[config.mk]
export PLATFORM = sky130hd
export DESIGN_NAME = issue_decouple_queue
export DESIGN_NICKNAME = d
export VERILOG_FILES = /design/src/rtl/ariane_pkg.sv /design/src/rtl/config_pkg.sv /design/src/rtl/issue_decouple_queue_pkg.sv /design/src/rtl/issue_cf_counter.sv /design/src/rtl/issue_decouple_queue.sv
export SDC_FILE = /design/constraint.sdc
export NUM_CORES = 1
export LEC_CHECK = 0
export CAP_MARGIN = 0
export CORE_ASPECT_RATIO = 0.7
export CORE_MARGIN = 10
export CORE_UTILIZATION = 55
export DETAILED_ROUTE_END_ITERATION = 10
export HOLD_SLACK_MARGIN = 0.06
export PLACE_DENSITY = 0.87
export REMOVE_ABC_BUFFERS = 1
export SLEW_MARGIN = 40
export SYNTH_ARGS = -nofsm -noshare
export SYNTH_HDL_FRONTEND = slang
export SYNTH_SLANG_ARGS = --single-unit
[constraint.sdc]
create_clock -name clk_i -period 10.8 [get_ports clk_i]
set_input_delay 1.62 -clock clk_i [delete_from_list [all_inputs] [get_ports clk_i]]
set_output_delay 1.62 -clock clk_i [all_outputs]
set_load 0.01 [all_outputs]
[src/rtl/ariane_pkg.sv]
// Core-wide constants and the scoreboard entry payload type.
package ariane_pkg;

  // Issue-queue sizing shared by every instance in the core.
  localparam int unsigned ISSUE_QUEUE_DEPTH    = 4;
  localparam int unsigned ISSUE_MAX_UNRESOLVED = 2;

  // Decoded instruction as it travels from decode into the scoreboard.
  typedef struct packed {
    logic [31:0] pc;
    logic [3:0]  fu;
    logic [7:0]  op;
    logic [4:0]  rs1;
    logic [4:0]  rs2;
    logic [4:0]  rd;
    logic        valid;
  } scoreboard_entry_t;

endpackage

[src/rtl/config_pkg.sv]
// Core configuration package.
// Holds the configuration record handed to core blocks and the empty
// configuration used as their default.
package config_pkg;

  typedef struct packed {
    int unsigned XLEN;
    int unsigned NrCommitPorts;
  } cva6_cfg_t;

  localparam cva6_cfg_t cva6_cfg_empty = '0;

endpackage

[src/rtl/issue_decouple_queue_pkg.sv]
// Local types and helpers for the issue decouple queue and its
// control-flow counter.
package issue_decouple_queue_pkg;

  // Action taken by the unresolved control-flow counter in one cycle.
  typedef enum logic [1:0] {
    CNT_HOLD,
    CNT_INC,
    CNT_DEC,
    CNT_CLEAR
  } cnt_op_e;

  // Combined queue action in one cycle.
  typedef enum logic [1:0] {
    Q_IDLE,
    Q_PUSH,
    Q_POP,
    Q_PUSH_POP
  } q_op_e;

  function automatic q_op_e q_op(input logic push, input logic pop);
    q_op_e op;
    case ({push, pop})
      2'b10:   op = Q_PUSH;
      2'b01:   op = Q_POP;
      2'b11:   op = Q_PUSH_POP;
      default: op = Q_IDLE;
    endcase
    return op;
  endfunction

endpackage

[src/rtl/issue_cf_counter.sv]
// Saturating up/down counter tracking unresolved control-flow entries.
//
// Ports:
//   clk_i    - clock
//   rst_i    - asynchronous active-high reset, clears the count
//   clear_i  - synchronous clear (flush), wins over inc/dec
//   inc_i    - a control-flow entry was accepted
//   dec_i    - a control-flow entry was resolved
//   count_o  - current count
//   at_max_o - count has reached MAX_COUNT
module issue_cf_counter
  import issue_decouple_queue_pkg::*;
#(
  parameter int unsigned MAX_COUNT = 2,
  parameter int unsigned CNT_W     = $clog2(MAX_COUNT + 1)
) (
  input  logic             clk_i,
  input  logic             rst_i,
  input  logic             clear_i,
  input  logic             inc_i,
  input  logic             dec_i,
  output logic [CNT_W-1:0] count_o,
  output logic             at_max_o
);

  localparam logic [CNT_W-1:0] MAX_VAL = CNT_W'(MAX_COUNT);

  logic [CNT_W-1:0] count_reg, count_next;
  logic             dec_eff;
  cnt_op_e          op;

  // A resolve with nothing outstanding is ignored so the count never
  // wraps below zero.
  assign dec_eff = dec_i && (count_reg != '0);

  always_comb begin
    op = CNT_HOLD;
    if (clear_i) begin
      op = CNT_CLEAR;
    end else if (inc_i && !dec_eff) begin
      op = CNT_INC;
    end else if (dec_eff && !inc_i) begin
      op = CNT_DEC;
    end
  end

  always_comb begin
    count_next = count_reg;
    case (op)
      CNT_CLEAR: count_next = '0;
      CNT_INC:   if (count_reg != MAX_VAL) count_next = count_reg + 1'b1;
      CNT_DEC:   count_next = count_reg - 1'b1;
      default:   count_next = count_reg;
    endcase
  end

  always_ff @(posedge clk_i or posedge rst_i) begin
    if (rst_i) begin
      count_reg <= '0;
    end else begin
      count_reg <= count_next;
    end
  end

  assign count_o  = count_reg;
  assign at_max_o = (count_reg == MAX_VAL);

endmodule

[src/rtl/issue_decouple_queue.sv]
// Decouples decode from the scoreboard with a small FIFO and limits how
// many unresolved branches/jumps may be in flight behind it.
//
// Ports:
//   clk_i            - clock
//   rst_i            - asynchronous active-high reset
//   flush_i          - drop every held entry and the unresolved count
//   stall_i          - hold the head back from the scoreboard
//   valid_i/data_i   - decoded instruction offered for enqueue
//   is_ctrl_flow_i   - data_i is a branch or jump
//   ready_o          - enqueue accepted this cycle when valid_i is high
//   valid_o/data_o   - head entry toward the scoreboard
//   ready_i          - scoreboard takes the head
//   resolve_branch_i - one control-flow instruction has resolved
//   usage_o          - number of occupied entries
//   unresolved_o     - number of unresolved control-flow entries
//   cf_stall_o       - enqueue blocked only by the control-flow limit
module issue_decouple_queue
  import issue_decouple_queue_pkg::*;
#(
  parameter config_pkg::cva6_cfg_t CVA6Cfg = config_pkg::cva6_cfg_empty,
  parameter type entry_t                   = ariane_pkg::scoreboard_entry_t,
  parameter int unsigned DEPTH             = ariane_pkg::ISSUE_QUEUE_DEPTH,
  parameter int unsigned MAX_UNRESOLVED    = ariane_pkg::ISSUE_MAX_UNRESOLVED
) (
  input  logic                                clk_i,
  input  logic                                rst_i,
  input  logic                                flush_i,
  input  logic                                stall_i,
  input  logic                                valid_i,
  input  entry_t                              data_i,
  input  logic                                is_ctrl_flow_i,
  output logic                                ready_o,
  output logic                                valid_o,
  output entry_t                              data_o,
  input  logic                                ready_i,
  input  logic                                resolve_branch_i,
  output logic [$clog2(DEPTH+1)-1:0]          usage_o,
  output logic [$clog2(MAX_UNRESOLVED+1)-1:0] unresolved_o,
  output logic                                cf_stall_o
);

  localparam int unsigned PTR_W   = $clog2(DEPTH);
  localparam int unsigned USAGE_W = $clog2(DEPTH + 1);
  localparam int unsigned CNT_W   = $clog2(MAX_UNRESOLVED + 1);

  // The configuration record carries nothing this block needs today.
  logic cfg_unused;
  assign cfg_unused = ^CVA6Cfg.XLEN;

  entry_t             mem_reg [DEPTH];
  logic [PTR_W-1:0]   wr_ptr_reg, wr_ptr_next;
  logic [PTR_W-1:0]   rd_ptr_reg, rd_ptr_next;
  logic [USAGE_W-1:0] usage_reg, usage_next;
  logic [DEPTH-1:0]   wr_en;

  logic full, empty, cf_at_max, enq, deq;

  assign full  = (usage_reg == USAGE_W'(DEPTH));
  assign empty = (usage_reg == '0);

  // ready_o deliberately ignores ready_i: a full queue refuses new work
  // even if the head leaves in the same cycle.
  assign ready_o    = !full && !flush_i && !(is_ctrl_flow_i && cf_at_max);
  assign valid_o    = !empty && !stall_i && !flush_i;
  assign cf_stall_o = valid_i && is_ctrl_flow_i && !full && !flush_i && cf_at_max;

  assign enq = valid_i && ready_o;
  assign deq = valid_o && ready_i;

  // Head is exposed straight from storage; valid_o qualifies it.
  assign data_o = mem_reg[rd_ptr_reg];

  // One-hot write select for the slot under the write pointer.
  for (genvar gi = 0; gi < DEPTH; gi++) begin : g_wr_en
    assign wr_en[gi] = enq && (wr_ptr_reg == PTR_W'(gi));
  end

  always_ff @(posedge clk_i or posedge rst_i) begin
    if (rst_i) begin
      for (int i = 0; i < DEPTH; i++) begin
        mem_reg[i] <= '0;
      end
    end else begin
      for (int i = 0; i < DEPTH; i++) begin
        if (wr_en[i]) begin
          mem_reg[i] <= data_i;
        end
      end
    end
  end

  // Pointers wrap naturally because DEPTH is a power of two. Flush
  // rewinds them but leaves storage untouched.
  always_comb begin
    wr_ptr_next = wr_ptr_reg;
    rd_ptr_next = rd_ptr_reg;
    usage_next  = usage_reg;
    if (flush_i) begin
      wr_ptr_next = '0;
      rd_ptr_next = '0;
      usage_next  = '0;
    end else begin
      if (enq) wr_ptr_next = wr_ptr_reg + 1'b1;
      if (deq) rd_ptr_next = rd_ptr_reg + 1'b1;
      case (q_op(enq, deq))
        Q_PUSH:  usage_next = usage_reg + 1'b1;
        Q_POP:   usage_next = usage_reg - 1'b1;
        default: usage_next = usage_reg;
      endcase
    end
  end

  always_ff @(posedge clk_i or posedge rst_i) begin
    if (rst_i) begin
      wr_ptr_reg <= '0;
      rd_ptr_reg <= '0;
      usage_reg  <= '0;
    end else begin
      wr_ptr_reg <= wr_ptr_next;
      rd_ptr_reg <= rd_ptr_next;
      usage_reg  <= usage_next;
    end
  end

  assign usage_o = usage_reg;

  issue_cf_counter #(
    .MAX_COUNT (MAX_UNRESOLVED),
    .CNT_W     (CNT_W)
  ) u_cf_counter (
    .clk_i    (clk_i),
    .rst_i    (rst_i),
    .clear_i  (flush_i),
    .inc_i    (enq && is_ctrl_flow_i),
    .dec_i    (resolve_branch_i),
    .count_o  (unresolved_o),
    .at_max_o (cf_at_max)
  );

endmodule

==> results of run 1 <==
[power groups by stage]
stage / Combinational (uW) / Sequential (uW) / Clock [uW]
floorplan: 643 / 1370 / 0
global placement: 976 / 1390 / 0
detailed placement: 1020 / 1430 / 0
CTS: 1030 / 1420 / 841
global route: 1080 / 1460 / 879
finish: 1010 / 1420 / 826
[metrics by stage]
| stage | hold slack [ps] | worst slack, ps | cell area (um^2) |
|---|---|---|---|
| 2_1_floorplan | 474 | 2340 | 11300 |
| 3_3_place_gp | 481 | 5830 | 13000 |
| 3_5_place_dp | 488 | 5760 | 13100 |
| 4_1_cts | 502 | 5760 | 13800 |
| 5_1_grt | 508 | 5650 | 13800 |
| 6_report | 500 | 5770 | 13800 |
[how the worst max path moves through the flow]
| stage | from | end | cells past startpoint |
|---|---|---|---|
| floorplan | rst_i | mem_reg[0]$_DFFE_PP0P_ | 1 |
| global placement | flush_i | cf_stall_o | 4 |
| detailed placement | flush_i | cf_stall_o | 4 |
| CTS | flush_i | cf_stall_o | 4 |
| global route | flush_i | cf_stall_o | 4 |
| finish | flush_i | cf_stall_o | 4 |
[cell families (layout without fill, tap and decap cells)]
| family | after synthesis | in the layout |
|---|---|---|
| xor+xnor | 4 | 4 |
| flops | 249 | 249 |
| compound gates | 14 | 14 |
| buf+inv | 47 | 189 |
| fa+ha+maj | 8 | 8 |
| mux | 305 | 305 |
| simple gates | 35 | 35 |
[cells in the mapped netlist]
library cell	number
dfrtp_1	249
mux2_2	121
mux2_4	120
mux4_2	60
buf_2	18
buf_6	12
clkbuf_1	9
ha_1	7
nor2_1	7
inv_1	5
nand2_1	5
nor3_1	5
mux2i_1	4
xnor2_1	4
a21oi_1	3
nand3_1	3
nor3b_1	3
o21ai_0	3
a21o_1	2
and3_1	2
buf_4	2
nand2_4	2
nand2b_1	2
a2111oi_0	1
a31o_2	1
a31oi_1	1
a41oi_1	1
and3b_1	1
buf_1	1
fa_1	1
nand4b_1	1
nor2b_1	1
nor4b_4	1
o22ai_1	1
o31a_1	1
or3_1	1
or3b_2	1
[cell usage in the layout (no fill, tap or decap), types with 2 or more instances in the layout]
cell type | synthesis | final
buf_4 | 2 | 6
dfrtp_1 | 249 | 247
clkinv_2 | 0 | 4
nand2_1 | 5 | 3
nand2_8 | 0 | 2
nand2_4 | 2 | 2
mux2_2 | 121 | 121
nor2_1 | 7 | 7
mux4_2 | 60 | 60
clkbuf_8 | 0 | 5
inv_1 | 5 | 4
clkbuf_16 | 0 | 25
o21ai_0 | 3 | 3
nor3b_1 | 3 | 3
nand3_1 | 3 | 3
a21oi_1 | 3 | 3
mux2_4 | 120 | 120
ha_1 | 7 | 7
clkdlybuf4s50_1 | 0 | 135
a21o_1 | 2 | 2
nand2b_1 | 2 | 2
xnor2_1 | 4 | 4
clkbuf_1 | 9 | 7
mux2i_1 | 4 | 4
nor3_1 | 5 | 5
and3_1 | 2 | 2
[layout make-up]
class / count / area [um^2]
well taps: 276 / 345
fillers: 1408 / 6870
inverters: 5 / 35.0
clock buffers: 36 / 707
repair buffers: 142 / 1410
clock inverters: 6 / 58.8
flip-flops and latches: 249 / 6240
multi-input cells: 366 / 5040
[per-layer routing]
metal  global-route usage  part of all wire  vias to the layer above
met1                0.247              0.43                     3388
met2                0.305              0.49                      163
li1                     -                 -                     2713
met4               0.0307             0.013                        4
met3               0.0424             0.070                       31
met5                    0            0.0011                        -
==> flow_summary.toml, run 1 <==
[detailed_routing]
wl_mm = 24.9
drtPass1Iterations = 4
wire_per_inst_um = 23.0
drt_iter0_markers = 262
num_vias = 6299
viasPerCell = 5.83
detail-route-antenna-nets = 0
drc = 0

[layout]
drive_gt1_frac = 0.439
final_cells = 1080
largest_register_ffs = 240
layout.nets = 865
diodes = 0
post-route-util = 0.668
syn2layout_area_growth_pct = 19.9

[global_route]
grt_max_degree = 167
grt_pass1_vias = 7282
grt_antenna_before_repair = 2
grt-ovfl-total = 0
grt_first_pass_wirelength_mm = 40.4
grt_usage = 0.184

[critical_path]
cp_data_required_time_ps = 9180
critical_path.endpoint_type = "output pin"
crit_chain = "clkdlybuf4s50_1 -> nor2_1 -> and3_1 -> clkdlybuf4s50_1"
cp_num_buf_inv = 2
r2r-end = "mem_reg[213]$_DFFE_PP0P_"
regToRegSetupSlack_ps = 7510
cp.arrival_ps = 3410
worst_path_most_repeated_cell = "clkdlybuf4s50_1"
crit_fanout = 18
critPathKind = "input pin to output pin"
rr_worst_depth = 7
cp-start-kind = "input pin"
r2r_start = "usage_o[2]$_DFFE_PP0P_"
path_delay_family = "buffers and inverters"
slowest_stage = "clkdlybuf4s50_1"
cp_slowest_stage_delay_ps = 750

[placement]
placedCellCount = 1038
dpl.hpwl_mm = 15.5
gp_congestion = 0.788
port_buffers = 135

[clock_network]
htreeDepth = 1
worstSkewPairLatency_ps = 500
clk_pin_slew_ps = 60
postCtsSetupRepairBufs = 0
cts_resized = 0
cts_hold_buffers = 0
cts_sinks = 249
numCtsBuffers = 25
cts_root_buf = "clkbuf_16"
cts_buffer_depth = 3
cts_tree = "done"

[min_path]
min_path_cells = 1
min_to = "mem_reg[105]$_DFFE_PP0P_"
holdCritPathClass = "flip-flop to flip-flop"
hold_path_startpoint = "mem_reg[105]$_DFFE_PP0P_"

[sta]
hold_viol = 0
setup_viol = 0
slew_viol_final = 0
fin_crit_ps = 5030
fin_skew_ps = 8.04
rsz0062_at_grt = "no"
relSlewSlack = 0.482
worst_pin_slew_ps = 776
setup-tns-final_ps = 0
timing.fmax_mhz = 199
period_share = 0.466

[pwr]
powerDensity_nw_per_um2 = 235
power_frac_clock = 0.254
p_sw_uw = 876
leakagePower_uw = 0.00640
ir_worst_vdd_mv = 0.123
combPwrFrac = 0.310
p_sw_frac = 0.269
power_uw = 3250
sequentialPowerShare = 0.436
intPower_uw = 2380

[floorplanning]
die_x_um = 193
die-area_um2 = 27300
fp.dieH_um = 141
boundaryPins = 136
start_util = 0.557
rows = 44
core-area_um2 = 20700

[yosys]
synth_compound_area_frac = 0.00803
yosys.area_share.adder = 0.00933
ys_types = 37
synthTopCellsByArea = "dfrtp_1 54%, mux2_4 16%, mux2_2 12%, mux4_2 12%, buf_6 1.2%"
synth_area_leader_cell = "dfrtp_1"
synth_top_family_by_area = "multiplexers"
ys_seq_area_frac = 0.540
yosys_warnings = 0
synth_xor_xnor_area_share = 0.00304
syn_area_um2 = 11500
synth-simple-area-share = 0.0189
syn_area_per_cell_um2 = 17.4
synth_mux_area_frac = 0.395
synth-seq-cells = 249
synth_cells = 662
synth_top_area_share = 0.540

[flow_run]
cap_violations = 0

[outcome]
outcome = "finished clean"
(Power assumes the default switching activity.)
==> run 2, diff against run 1 <==
- CORE_UTILIZATION: 55 -> 51
- PLACE_DENSITY: 0.87 -> 0.85
- clock period: 10.8 -> 4.1 ns (I/O delays scaled with it)
==> run 2 against run 1 <==
  * Via count is 2.0% lower
  * Worst setup slack worse by 4900 ps
  * Critical path depth fell by 1
  * Cell count grew 1.3%
  * First-iteration DRC count increased by 15%
  * Die area increased by 6.9%
  * Sequential power grew to 2.6 times the previous value
  * Non-clock buffer count increased by 8
  * Clock skew rose by 10 ps
  * Cell area rose by 0.81%
  * Flip-flop and latch count unchanged
==> flow_summary.toml, run 2 (synthesized netlist as in run 1, its figures left out) <==
[placement]
gp_congestion = 0.749
dp_slack_ps = 996
port_buffers = 135
dpl.hpwl_mm = 14.9
place_area_um2 = 13200

[sta]
timing.fmax_mhz = 313
hold_slack_ps = 500
fin_skew_ps = 18.5
setup_viol = 0
fin_crit_ps = 3190
period_share = 0.778
hold_viol = 0
relSlewSlack = 0.524
rsz0062_at_grt = "no"
worst_pin_slew_ps = 714
slew_viol_final = 0
setup-tns-final_ps = 0
setup_ws_ps = 910

[floorplanning]
boundaryPins = 136
start_util = 0.525
fp.dieH_um = 146
rows = 45
die_x_um = 200
core-area_um2 = 22000
die-area_um2 = 29100

[detailed_routing]
wl_mm = 24.2
viasPerCell = 5.64
detail-route-antenna-nets = 0
drt_iter0_markers = 300
drc = 0
wire_per_inst_um = 22.1
drtPass1Iterations = 4
num_vias = 6170

[layout]
drive_gt1_frac = 0.447
fill_cells = 1550
largest_register_ffs = 240
mostFrequentLayoutCells = "247 x dfrtp_1, 135 x clkdlybuf4s50_1, 121 x mux2_2, 120 x mux2_4, 60 x mux4_2"
diodes = 0
final_common_cell = "dfrtp_1"
final_area_um2 = 13900
layout.nets = 872
syn2layout_area_growth_pct = 20.9
post-route-util = 0.635

[clock_network]
cts_root_buf = "clkbuf_16"
worstSkewPairLatency_ps = 510
cts_resized = 0
cts_sinks = 249
clk_pin_slew_ps = 60
htreeDepth = 1
numCtsBuffers = 24
cts_buffer_depth = 3
postCtsSetupRepairBufs = 0
cts_tree = "done"
cts_hold_buffers = 0

[pwr]
p_sw_uw = 2260
powerDensity_nw_per_um2 = 615
sequentialPowerShare = 0.432
power_frac_clock = 0.258
leakagePower_uw = 0.00647
combPwrFrac = 0.309
intPower_uw = 6320
p_sw_frac = 0.264
ir_worst_vdd_mv = 0.422

[critical_path]
cp.arrival_ps = 2580
critPathKind = "flip-flop to output pin"
regToRegSetupSlack_ps = 1460
r2r_start = "u_cf_counter.count_o[0]$_DFFE_PP0P_"
cp-start-kind = "flip-flop"
r2r-end = "usage_o[2]$_DFFE_PP0P_"
rr_worst_depth = 8
cp_data_required_time_ps = 3480
crit_fanout = 27
crit_end = "data_o[44]"
startpoint = "rd_ptr_reg[0]$_DFFE_PP0P_"
critical_path.endpoint_type = "output pin"

[global_route]
grt_usage = 0.168
grt_first_pass_wirelength_mm = 39.5
grt_antenna_before_repair = 1
grt_pass1_vias = 6863
grt-ovfl-total = 0
grt_max_degree = 117

[flow_run]
cap_violations = 0

[outcome]
outcome = "finished clean"

[min_path]
holdCritPathClass = "flip-flop to flip-flop"
run 2: cell type report:
cell class / count / area, um^2 / area share
clock buffers: 37 / 741 / 0.0531
flip-flops and latches: 249 / 6240 / 0.447
clock inverters: 5 / 50.0 / 0.00359
multi-input cells: 366 / 5010 / 0.360
repair buffers: 150 / 1520 / 0.109
well taps: 282 / 353 / 0.0253
inverters: 5 / 31.3 / 0.00224
run 2: worst min path at each step:
stage / startpoint / to / depth (start not counted)
floorplan: mem_reg[100]$_DFFE_PP0P_ / mem_reg[100]$_DFFE_PP0P_ / 1
global placement: mem_reg[64]$_DFFE_PP0P_ / mem_reg[64]$_DFFE_PP0P_ / 1
detailed placement: mem_reg[83]$_DFFE_PP0P_ / mem_reg[83]$_DFFE_PP0P_ / 1
CTS: mem_reg[107]$_DFFE_PP0P_ / mem_reg[107]$_DFFE_PP0P_ / 1
global route: mem_reg[70]$_DFFE_PP0P_ / mem_reg[70]$_DFFE_PP0P_ / 1
finish: mem_reg[105]$_DFFE_PP0P_ / mem_reg[105]$_DFFE_PP0P_ / 1
run 2: worst max-delay path, cell delays in order (launching register included):
cell             delay [ps]
dfrtp_4                 420
buf_4                   480
mux4_2                  630
clkdlybuf4s50_1         510
run 2: metrics by stage:
step | power (uW) | std cells
detailed placement | 6410 | 1052
global placement | 6290 | 1052
global route | 9040 | 1094
finish | 8580 | 1094
floorplan | 5310 | 620
CTS | 8680 | 1094
run 2: routing by layer:
metal / wire [um] / share of wire / track usage
met5: 0 / 0 / 0
met4: 386 / 0.016 / 0.0294
met3: 1440 / 0.060 / 0.0413
met2: 11300 / 0.47 / 0.261
met1: 11100 / 0.46 / 0.235
run 2: power by group through the flow:
stage	clock (uW)	sequential, uW	combinational, uW
2_1_floorplan	0	3610	1690
3_3_place_gp	0	3690	2600
3_5_place_dp	0	3720	2690
4_1_cts	2270	3700	2700
5_1_grt	2380	3810	2850
6_report	2220	3710	2650
==> run 3, diff against run 2 <==
- CORE_UTILIZATION: 51 -> 55
- PLACE_DENSITY: 0.85 -> 0.87
- clock period: 4.1 -> 3.2 ns (I/O delays scaled with it)
==> run 3 against run 2 <==
  * Clock power up 30%
  * Flip-flop and latch count unchanged
  * Global-route usage up 1.5 points
  * Sequential power up 29%
  * Critical path depth unchanged
  * Register-to-register slack worse by 770 ps
  * Via count up 1.8%
  * Core utilization up 4.2 points
  * Clock skew down 7.0 ps
  * Clock-buffer cell count down 3
  * Power up 29%
  * Largest cell class unchanged
==> flow_summary.toml, run 3 (synthesized netlist as in run 1, its figures left out) <==
[outcome]
outcome = "finished clean"

[detailed_routing]
drc = 0
wire_per_inst_um = 22.5
viasPerCell = 5.74
drt_iter0_markers = 266
drtPass1Iterations = 4
detail-route-antenna-nets = 0
wl_mm = 24.6
num_vias = 6279

[critical_path]
cp.arrival_ps = 2550
critical_path.endpoint_type = "output pin"
cp-start-kind = "flip-flop"
cp_data_required_time_ps = 2720
critPathKind = "flip-flop to output pin"
crit_fanout = 15

[layout]
fill_cells = 1359
drive_gt1_frac = 0.449
diodes = 0
final_common_cell = "dfrtp_1"
final_area_um2 = 14000
final-seq-area_um2 = 6240
mostFrequentLayoutCells = "247 x dfrtp_1, 135 x clkdlybuf4s50_1, 121 x mux2_2, 120 x mux2_4, 60 x mux4_2"
largest_register_ffs = 240
syn2layout_area_growth_pct = 21.6
multiInputGateArea_um2 = 5020
final_cells = 1094
layout.nets = 877

[flow_run]
cap_violations = 0

[clock_network]
cts_hold_buffers = 0
cts_tree = "done"
htreeDepth = 1
clk_pin_slew_ps = 60
worstSkewPairLatency_ps = 510
cts_sinks = 249
cts_resized = 0
cts_root_buf = "clkbuf_16"
postCtsSetupRepairBufs = 0
cts_buffer_depth = 3
numCtsBuffers = 24

[global_route]
grt_max_degree = 103
grt_pass1_vias = 7344
grt_usage = 0.183
grt_first_pass_wirelength_mm = 40.2
grt_antenna_before_repair = 1
grt-ovfl-total = 0

[floorplanning]
start_util = 0.557
core-area_um2 = 20700
rows = 44
boundaryPins = 136
die-area_um2 = 27300
fp.dieH_um = 141
die_x_um = 193

[sta]
timing.fmax_mhz = 330
period_share = 0.946
worst_pin_slew_ps = 756
setup_viol = 0
hold_viol = 0
rsz0062_at_grt = "no"
slew_viol_final = 0
fin_skew_ps = 11.5
setup_ws_ps = 174
fin_crit_ps = 3030
relSlewSlack = 0.496

[placement]
port_buffers = 135
dp_slack_ps = 342
dpl.hpwl_mm = 16.2
place_area_um2 = 13200
placedCellCount = 1051
gp_congestion = 0.852

[pwr]
sequentialPowerShare = 0.430
powerDensity_nw_per_um2 = 791
combPwrFrac = 0.309
leakagePower_uw = 0.00651
p_sw_frac = 0.265
ir_worst_vdd_mv = 0.519
power_frac_clock = 0.261
intPower_uw = 8160
p_sw_uw = 2940

[min_path]
holdCritPathClass = "flip-flop to flip-flop"
[run 3: cell count changes in the layout (fill, tap and decap cells not counted), moves of 2 or more]
cell / delta
clkbuf_8: -5
buf_6: -2
bufinv_16: +2
buf_12: +3
nand2_4: +2
buf_4: +4
clkinvlp_4: +2
nand2_2: -2
clkbuf_1: +2
[run 3: final timing paths]
kind                                                start                       end  slack, ps  depth (start not counted)
max in group asynchronous                           rst_i  mem_reg[175]$_DFFE_PP0P_       1910                          3
worst max register to register     usage_o[0]$_DFFE_PP0P_  mem_reg[195]$_DFFE_PP0P_        690                          6
worst min register to register    mem_reg[93]$_DFFE_PP0P_   mem_reg[93]$_DFFE_PP0P_        500                          1
worst min-delay path              mem_reg[93]$_DFFE_PP0P_   mem_reg[93]$_DFFE_PP0P_        500                          1
worst max-delay path            rd_ptr_reg[0]$_DFFE_PP0P_                data_o[25]        170                          3
min in group asynchronous                           rst_i   mem_reg[65]$_DFFE_PP0P_        510                          2
[run 3: power groups by stage]
stage,registers (uW),logic [uW],clock network [uW]
after global placement,4690,3330,0
after CTS,4780,3490,2950
after global routing,4900,3680,3080
after detailed placement,4820,3460,0
after floorplan,4630,2170,0
final,4780,3430,2890
[run 3: layer usage]
layer / GRT usage / routed length [um] / part of all wire / vias to the layer above
li1: - / - / - / 2745
met1: 0.242 / 10600 / 0.43 / 3362
met2: 0.299 / 12000 / 0.49 / 139
met3: 0.0508 / 1670 / 0.068 / 31
met4: 0.0315 / 314 / 0.013 / 2
met5: 0 / 13 / 0.00053 / -
[run 3: layout make-up]
class                   instances  share of cell area
flip-flops and latches        249               0.445
repair buffers                155               0.113
well taps                     276              0.0246
inverters                       5             0.00187
multi-input cells             366               0.358
clock inverters                 9             0.00892
clock buffers                  34              0.0484
[run 3: worst max-delay path: stages, from the launching register on]
cell and delay, ps:
dfrtp_4 640, buf_4 300, mux4_2 520, clkdlybuf4s50_1 570
[run 3: through the flow]
step | setup TNS [ps] | hold WS (ps) | utilization | power [uW]
2_1_floorplan | -1075010 | 474 | - | 6800
3_3_place_gp | 0 | 481 | 0.639 | 8020
3_5_place_dp | 0 | 489 | 0.639 | 8280
4_1_cts | 0 | 503 | 0.678 | 11200
5_1_grt | 0 | 506 | 0.678 | 11700
6_report | 0 | 502 | 0.678 | 11100
